--- config.mk ---
export PLATFORM = sky130hd
export DESIGN_NAME = bitonic_unloader_flat
export DESIGN_NICKNAME = d
export VERILOG_FILES = /design/src/rtl/bitonic_pkg.sv /design/src/rtl/bitonic_unloader_if.sv /design/src/rtl/bitonic_unloader.sv /design/src/flat_wrapper.sv
export SDC_FILE = /design/constraint.sdc
export NUM_CORES = 1
export LEC_CHECK = 0
export ABC_AREA = 1
export CAP_MARGIN = 10
export CORE_ASPECT_RATIO = 1.25
export CORE_UTILIZATION = 36
export CTS_CLUSTER_SIZE = 8
export DETAILED_ROUTE_END_ITERATION = 8
export MAX_ROUTING_LAYER = met4
export PLACE_DENSITY = 0.59
export SYNTH_ARGS = -nofsm -noshare
export SYNTH_HDL_FRONTEND = slang
export SYNTH_SLANG_ARGS = --single-unit
--- constraint.sdc ---
create_clock -name clk -period 8.1 [get_ports clk]
set_clock_uncertainty 0.05 [all_clocks]
set_input_delay 1.62 -clock clk [delete_from_list [all_inputs] [get_ports clk]]
set_output_delay 1.62 -clock clk [all_outputs]
set_load 0.03 [all_outputs]
--- src/rtl/bitonic_pkg.sv ---
// Shared types for the bitonic sorting network and its output unloader.
// Element width comes from the global DATA_WIDTH macro (defaults to 16 here
// so the package elaborates standalone).
`ifndef DATA_WIDTH
`define DATA_WIDTH 16
`endif

package bitonic_pkg;

  // One sortable element.
  typedef logic [`DATA_WIDTH-1:0] elem_t;

  // Default network width. A frame is an element array, element 0 in the low bits.
  // Blocks parameterised on N_ELEM build their own frame type of the same shape.
  localparam int FRAME_ELEMS = 8;
  typedef elem_t [FRAME_ELEMS-1:0] frame_t;

endpackage

--- src/rtl/bitonic_unloader_if.sv ---
// Handshake bundle around the unloader: the sorted-frame input from the
// last compare-swap stage and the one-element-per-cycle output stream.
// Ports (slave = unloader side):
//   frame_valid/frame_data -> in,  frame_ready -> out
//   out_valid/out_data/out_idx/out_last -> out,  out_ready -> in
interface bitonic_unloader_if
  import bitonic_pkg::*;
#(
  parameter int N_ELEM = 8
) ();

  localparam int IW = $clog2(N_ELEM);

  // Frame ingress (network cannot stall, frame_ready only flags a drop).
  logic                          frame_valid;
  logic [N_ELEM*`DATA_WIDTH-1:0] frame_data;
  logic                          frame_ready;

  // Element egress, valid/ready.
  logic                          out_valid;
  logic                          out_ready;
  elem_t                         out_data;
  logic [IW-1:0]                 out_idx;
  logic                          out_last;

  // The unloader itself.
  modport slave (
    input  frame_valid, frame_data, out_ready,
    output frame_ready, out_valid, out_data, out_idx, out_last
  );

  // Upstream network plus downstream consumer.
  modport master (
    output frame_valid, frame_data, out_ready,
    input  frame_ready, out_valid, out_data, out_idx, out_last
  );

endinterface

--- src/rtl/bitonic_unloader.sv ---
// Purpose: ping-pong buffer for sorted frames, streams one element per cycle.
// Latency: frame accepted on edge k -> element 0 valid in the cycle after edge k.
// Backpressure: out_ready stalls the stream; frame_ready low only when both
//   slots are full, and a frame offered then is dropped (sticky err_overflow).
// Ports: clk, rst_n (async active-low), bus (slave modport), err_overflow.
module bitonic_unloader
  import bitonic_pkg::*;
#(
  parameter int N_ELEM  = 8,      // power of two, >= 2
  parameter bit REVERSE = 1'b0    // 1: stream element N_ELEM-1 first
) (
  input  logic              clk,
  input  logic              rst_n,
  bitonic_unloader_if.slave bus,
  output logic              err_overflow
);

  localparam int            IW       = $clog2(N_ELEM);
  localparam logic [IW-1:0] LAST_IDX = IW'(N_ELEM - 1);

  typedef elem_t [N_ELEM-1:0] slot_t;

  // Storage and control state.
  slot_t         slot_q [2];
  logic          wr_ptr_q, wr_ptr_d;
  logic          rd_ptr_q, rd_ptr_d;
  logic [1:0]    count_q, count_d;
  logic [IW-1:0] elem_cnt_q, elem_cnt_d;
  logic          err_q, err_d;

  // Handshake decode.
  logic          frame_ready;
  logic          out_valid;
  logic          out_last;
  logic          accept;
  logic          xfer;
  logic          last_xfer;
  logic [IW-1:0] rd_sel;

  // Ready depends on stored occupancy only, so the network never sees a
  // combinational path from out_ready.
  assign frame_ready = (count_q != 2'd2);
  assign out_valid   = (count_q != 2'd0);
  assign out_last    = out_valid && (elem_cnt_q == LAST_IDX);

  assign accept      = bus.frame_valid && frame_ready;
  assign xfer        = out_valid && bus.out_ready;
  assign last_xfer   = xfer && out_last;

  // N_ELEM is a power of two, so N_ELEM-1-i is just the bitwise inverse:
  // the read path stays a pure mux with no subtractor.
  assign rd_sel      = REVERSE ? ~elem_cnt_q : elem_cnt_q;

  assign bus.frame_ready = frame_ready;
  assign bus.out_valid   = out_valid;
  assign bus.out_idx     = elem_cnt_q;
  assign bus.out_last    = out_last;
  // Masked while idle so stale slot contents never leak onto the bus.
  assign bus.out_data    = out_valid ? slot_q[rd_ptr_q][rd_sel] : '0;
  assign err_overflow    = err_q;

  // Next-state logic.
  always_comb begin
    wr_ptr_d   = wr_ptr_q;
    rd_ptr_d   = rd_ptr_q;
    count_d    = count_q;
    elem_cnt_d = elem_cnt_q;
    err_d      = err_q;

    if (accept) begin
      wr_ptr_d = ~wr_ptr_q;
    end

    if (xfer) begin
      if (out_last) begin
        elem_cnt_d = '0;
        rd_ptr_d   = ~rd_ptr_q;
      end else begin
        elem_cnt_d = elem_cnt_q + 1'b1;
      end
    end

    // Accept and slot release on the same edge cancel out.
    if (accept && !last_xfer) begin
      count_d = count_q + 2'd1;
    end else if (!accept && last_xfer) begin
      count_d = count_q - 2'd1;
    end

    if (bus.frame_valid && !frame_ready) begin
      err_d = 1'b1;
    end
  end

  // Control state; async reset discards any buffered frames at once.
  always_ff @(posedge clk or negedge rst_n) begin
    if (!rst_n) begin
      wr_ptr_q   <= 1'b0;
      rd_ptr_q   <= 1'b0;
      count_q    <= 2'd0;
      elem_cnt_q <= '0;
      err_q      <= 1'b0;
    end else begin
      wr_ptr_q   <= wr_ptr_d;
      rd_ptr_q   <= rd_ptr_d;
      count_q    <= count_d;
      elem_cnt_q <= elem_cnt_d;
      err_q      <= err_d;
    end
  end

  // Frame slots carry no reset: contents are only observable while count
  // says the slot is occupied.
  always_ff @(posedge clk) begin
    if (accept) begin
      slot_q[wr_ptr_q] <= slot_t'(bus.frame_data);
    end
  end

endmodule

--- src/flat_wrapper.sv ---
// flat-port wrapper written by rule: the top's interface ports become plain ports
module bitonic_unloader_flat import bitonic_pkg::*;
#(
  parameter int N_ELEM  = 8,                           
  parameter bit REVERSE = 1'b0                                       
)
  (clk, rst_n, err_overflow, bus_frame_valid, bus_frame_data, bus_out_ready, bus_frame_ready, bus_out_valid, bus_out_data, bus_out_idx, bus_out_last);
  bitonic_unloader_if #(.N_ELEM(N_ELEM)) bus_i ();
  input  logic clk;
  input  logic rst_n;
  output logic err_overflow;
  input wire logic [$bits(bus_i.frame_valid)-1:0] bus_frame_valid;
  input wire logic [$bits(bus_i.frame_data)-1:0] bus_frame_data;
  input wire logic [$bits(bus_i.out_ready)-1:0] bus_out_ready;
  output wire logic [$bits(bus_i.frame_ready)-1:0] bus_frame_ready;
  output wire logic [$bits(bus_i.out_valid)-1:0] bus_out_valid;
  output wire logic [$bits(bus_i.out_data)-1:0] bus_out_data;
  output wire logic [$bits(bus_i.out_idx)-1:0] bus_out_idx;
  output wire logic [$bits(bus_i.out_last)-1:0] bus_out_last;
  assign bus_i.frame_valid = bus_frame_valid;
  assign bus_i.frame_data = bus_frame_data;
  assign bus_i.out_ready = bus_out_ready;
  assign bus_frame_ready = bus_i.frame_ready;
  assign bus_out_valid = bus_i.out_valid;
  assign bus_out_data = bus_i.out_data;
  assign bus_out_idx = bus_i.out_idx;
  assign bus_out_last = bus_i.out_last;
  bitonic_unloader #(.N_ELEM(N_ELEM), .REVERSE(REVERSE)) u_core (.clk(clk), .rst_n(rst_n), .bus(bus_i), .err_overflow(err_overflow));
endmodule
=== Word-level counts from Yosys, hierarchy flattened ===
Memory sizes are Yosys's and may differ from the RTL's.
Index checks and enable logic that the tools add are counted.

* Eq/ne operators: 2
* Muxes and demuxes: 8
* Bitwise gates (word level): 2
* Reductions and logical operators: 13
* Order comparisons: 1
* $add $sub $neg: 3

{| class="wikitable"
|+ Operators with widths
! operator !! number
|-
| $bmux 16 s3 || 1
|-
| $mux 16 || 2
|-
| $logic_and 1x1->1 || 7
|-
| $lt 3x4->1 const B || 1
|-
| $mux 2 || 2
|-
| $reduce_bool 2->1 || 2
|-
| $add 3x1->3 const B || 1
|-
| $eq 3x3->1 const B || 1
|-
| $logic_not 1->1 || 3
|-
| $mux 3 || 1
|-
| $add 2x1->2 const B || 1
|-
| $mux 1 || 2
|-
| $ne 2x2->1 const B || 1
|-
| $not 1->1 || 2
|-
| $reduce_and 2->1 || 1
|-
| $sub 2x1->2 const B || 1
|}

* Memories: 1
* Output and inout bits: 23
* Logic and storage cells: 35
* Memory bits (writable): 256
* Register bits after elaboration: 8
* Input port bits: 132

{| class="wikitable"
|+ Memory list
! memory !! words !! bits a word !! rd ports !! clocked after Yosys merged registers in !! write ports !! RTL line !! source
|-
| u_core.slot_q || 2 || 128 || 1 || 0 || 1 || bitonic_unloader.sv:24 || <nowiki>slot_t slot_q [2];</nowiki>
|}

=== Depth between registers and ports, before layout ===
* Word-level depth: 6
* Depth in mapped cells: 9
* Mapped depth without buffers: 8

=== Worst setup path after synthesis ===
Ideal clock, no wire load.

* Kind: input port to flip-flop
* Start: input port bus_frame_valid
* End: memory u_core.slot_q[1][0] in the netlist's numbering, enable pin
* Buffers on the path: 0
* Setup time: 0.618 ns
* Data required time: 7.432 ns
* Path slack: 0.371 ns
* Cell stages on the path: 2
* Arrival: 7.060 ns
* Cells stage by stage: nand2_1 nor2_1

* Longest elaborated chain between the ends: 3

{| class="wikitable"
|+ RTL lines
! what !! RTL line !! source
|-
| start: declaration || flat_wrapper.sv:12 || <nowiki>input wire logic [$bits(bus_i.frame_valid)-1:0] bus_frame_valid;</nowiki>
|-
| $logic_and 1x1->1 || bitonic_unloader.sv:46 || <nowiki>assign accept = bus.frame_valid && frame_ready;</nowiki>
|-
| $mux 1 || bitonic_unloader.sv:115 || <nowiki>if (accept) begin</nowiki>
|-
| $mux 1 (implied by the code) || bitonic_unloader.sv:116 || <nowiki>slot_q[wr_ptr_q] <= slot_t'(bus.frame_data);</nowiki>
|-
| end: declaration || bitonic_unloader.sv:24 ||
|}

Every way passes these cells.

=== Final worst setup path ===
* Start: register u_core.rd_ptr_q
* End: output port bus_out_data[13]

* Longest elaborated chain between the ends: 4

{| class="wikitable"
|+ RTL lines
! what !! RTL line !! source
|-
| start: declaration || bitonic_unloader.sv:26 || <nowiki>logic rd_ptr_q, rd_ptr_d;</nowiki>
|-
| start signal: assignment || bitonic_unloader.sv:105 || <nowiki>rd_ptr_q <= rd_ptr_d;</nowiki>
|-
| $mem_v2 2x128 || n/a ||
|-
| $bmux 16 s3 || bitonic_unloader.sv:59 || <nowiki>assign bus.out_data = out_valid ? slot_q[rd_ptr_q][rd_sel] : '0;</nowiki>
|-
| $mux 16 (implied by the code) || bitonic_unloader.sv:59 ||
|-
| $mux 16 || bitonic_unloader.sv:59 ||
|-
| end: declaration || flat_wrapper.sv:17 || <nowiki>output wire logic [$bits(bus_i.out_data)-1:0] bus_out_data;</nowiki>
|}

Every way passes these cells. The select of a mux whose other input is x is not followed.

==> results by group <==
Synth
  – Synth Warn #: 0
  – Synth top area share: 69.0%
  – Area leader, netlist: edfxtp_1
  – Yosys reg bits: 264
  – Syn Inst Count: 1040
  – Yosys cell types: 19
  – Seq/Total Area, Yosys: 70.8%
  – Syn_nets: 1175
  – Syn Area/Cell: 10.7 sq um
  – Main area contributors after synthesis: edfxtp_1, nand2_1, nand3_1
  – Mapped cell area: 11100 sq um

Min path
  – Hold path depth: 1
  – Hold WC Path Type: reg -> reg

Worst setup path
  – Delay-heaviest family, CP: buffers and inverters
  – Critical Path RT: 6.43 ns
  – R2R cell count: 5
  – CP cell instances: inv_4 -> buf_4 -> nand2_1 -> nand2_1 -> nand2_1 -> nand3_1 -> nand3_1 -> a21oi_1 -> clkdlybuf4s50_1
  – Critical Path Fanout Max: 78
  – CP endpoint kind: output pin
  – Element type at the critical path start: flip-flop
  – Most used cell, CP: nand2_1
  – Setup CP Type: reg -> out
  – Slowest cell on the critical path: dfrtp_4
  – Worst EP arrival: 4.28 ns
  – Worst path depth: 9
  – Critical Path Max Stage Delay: 0.77 ns
  – CP bufs+invs: 3

Floorplanning
  – Die area: 31600 sq um
  – Core outline area: 30300 sq um
  – Die outline width: 159 um
  – Die Span Y: 199 um
  – Initial Utilization: 36.8%
  – IO Pins: 155
  – Core Rows: 71

CTS
  – Post-CTS Setup Bufs: 0
  – Clk slew on worst S/H paths: 0.05 ns
  – Max Buffers Root-to-Sink: 3
  – TritonCTS clock tree: done
  – Root Buffer: clkbuf_16
  – CTS Buf Count: 38
  – H-tree depth: 2
  – CTS Hold Bufs: 0
  – Clock sink count: 264
  – Post-cts resize count: 0
  – Insertion delay to the later sink of the worst-skew pair: 0.50 ns

Drt
  – Antenna viol nets, final: 0
  – DRT iter0 DRCs: 521
  – Wire per inst: 18.6 um
  – Vias post-DR: 7689
  – Drt first pass iters: 5
  – Vias/cell: 4.81
  – DRT Wirelength: 29700 um
  – DRC viols: 0

Global routing
  – Total GRT Usage: 19.4%
  – Vias in the first global route: 7519
  – Largest net degree at the start of global routing: 95
  – Antenna violations before repair: 1
  – Global-route wire length before repair: 44200 um
  – Congestion Overflow GR: 0

Placement
  – Pre-CTS setup slack: 2.72 ns
  – Dpl hpwl: 18900 um
  – GP Congestion: 0.810
  – Dpl cell area: 13000 sq um
  – IO buf count: 154

STA
  – Count of final max-slew check failures: 0
  – Slew HR: 26.3%
  – WHS: 0.426 ns
  – RSZ-0062 raised after global routing: false
  – Finish-stage setup viols: 0
  – Worst-Margin Slew: 1.10 ns
  – Tcrit/Tclk final: 73.5%
  – Setup ws final: 2.15 ns
  – F_max: 168 MHz
  – Setup_tns: 0 ns
  – Hold Violations, Final: 0
  – Crit path time final: 5.95 ns

Finish
  – Fin area: 14100 sq um
  – Most common library cell in the layout ignoring fill and taps: nand2_1
  – Area Growth Syn to Fin: 26.4%
  – Nets@finish: 1326
  – Final core utilization: 46.5%
  – Layout cells sized above 1: 4.93%
  – Most frequent cells in the layout: nand2_1, edfxtp_1, nand3_1

Outcome
  – Outcome: finished, final reports clean

Power and ir drop
  – PD cells: 379 nW/um^2
  – VDD IR-drop max: 0.302 mV
  – Leak pwr: 5.74 nW

Run
  – Max-Cap Viols: 0
per-stage QoR:
stage | cells | power, mW
after global routing | 1599 | 5.63
after CTS | 1598 | 5.39
after detailed placement | 1552 | 3.97
final | 1599 | 5.33
after floorplan | 1040 | 3.27
after global placement | 1552 | 3.95
logic make-up after synthesis:
group | after synthesis | share of synthesized area, %
fa+ha+maj | 3 | 0.337
compound gates | 22 | 1.02
simple gates | 557 | 20.6
buf+inv | 191 | 6.94
xor+xnor | 3 | 0.236
flops | 264 | 70.8
state kept, by name, indices dropped and copies added (netlist names):
signal,flops
u_core.rd_ptr_q,1
u_core.count_q,2
u_core.bus.out_idx,3
u_core.err_overflow,1
u_core.slot_q,256
u_core.wr_ptr_q,1
synthesized netlist by cell type:
library cell / instances
ha_1: 3
xor2_1: 1
xnor2_1: 2
nor2_2: 1
nand3_1: 163
buf_4: 3
a31o_2: 1
nand2_1: 387
edfxtp_1: 256
clkbuf_1: 9
o21ai_0: 4
buf_1: 5
clkinv_1: 1
nor2_1: 6
dfrtp_1: 8
buf_2: 36
a21oi_1: 17
inv_1: 136
inv_2: 1
cell type report:
| cell class | count | area (sq um) |
|---|---|---|
| antenna | 1 | 2.50 |
| clock buffer | 46 | 1040 |
| fill | 2696 | 16200 |
| inverter | 138 | 520 |
| multi-input combinational | 585 | 2490 |
| sequential | 264 | 7890 |
| tap | 401 | 502 |
| timing repair buffer | 164 | 1630 |
worst paths after layout:
path	start	to	slack, ns
min in group asynchronous	rst_n	u_core.rd_ptr_q	1.38
max in group asynchronous	rst_n	u_core.rd_ptr_q	6.28
hold / removal	u_core.err_overflow	u_core.err_overflow	0.43
setup / recovery	u_core.rd_ptr_q	bus_out_data[13]	2.15
hold reg to reg	u_core.err_overflow	u_core.err_overflow	0.43
setup reg to reg	u_core.count_q[0]	u_core.slot_q[0][34]	5.47
metal layers:
metal,routed length (um),vias to the layer above,GRT usage (%)
met1,12300,3639,23.7
met2,14800,294,32.8
met4,839,0,6.70
met5,0,-,-
li1,-,3702,-
met3,1830,54,3.23
power breakdown:
| part | switching (mW) | leakage, nW | internal, mW |
|---|---|---|---|
| Clock | 0.521 | 0.511 | 0.887 |
| Combinational | 1.33 | 2.76 | 0.591 |
| Sequential | 0.139 | 2.47 | 1.87 |
Note: power is estimated with default switching activity, not from simulation.
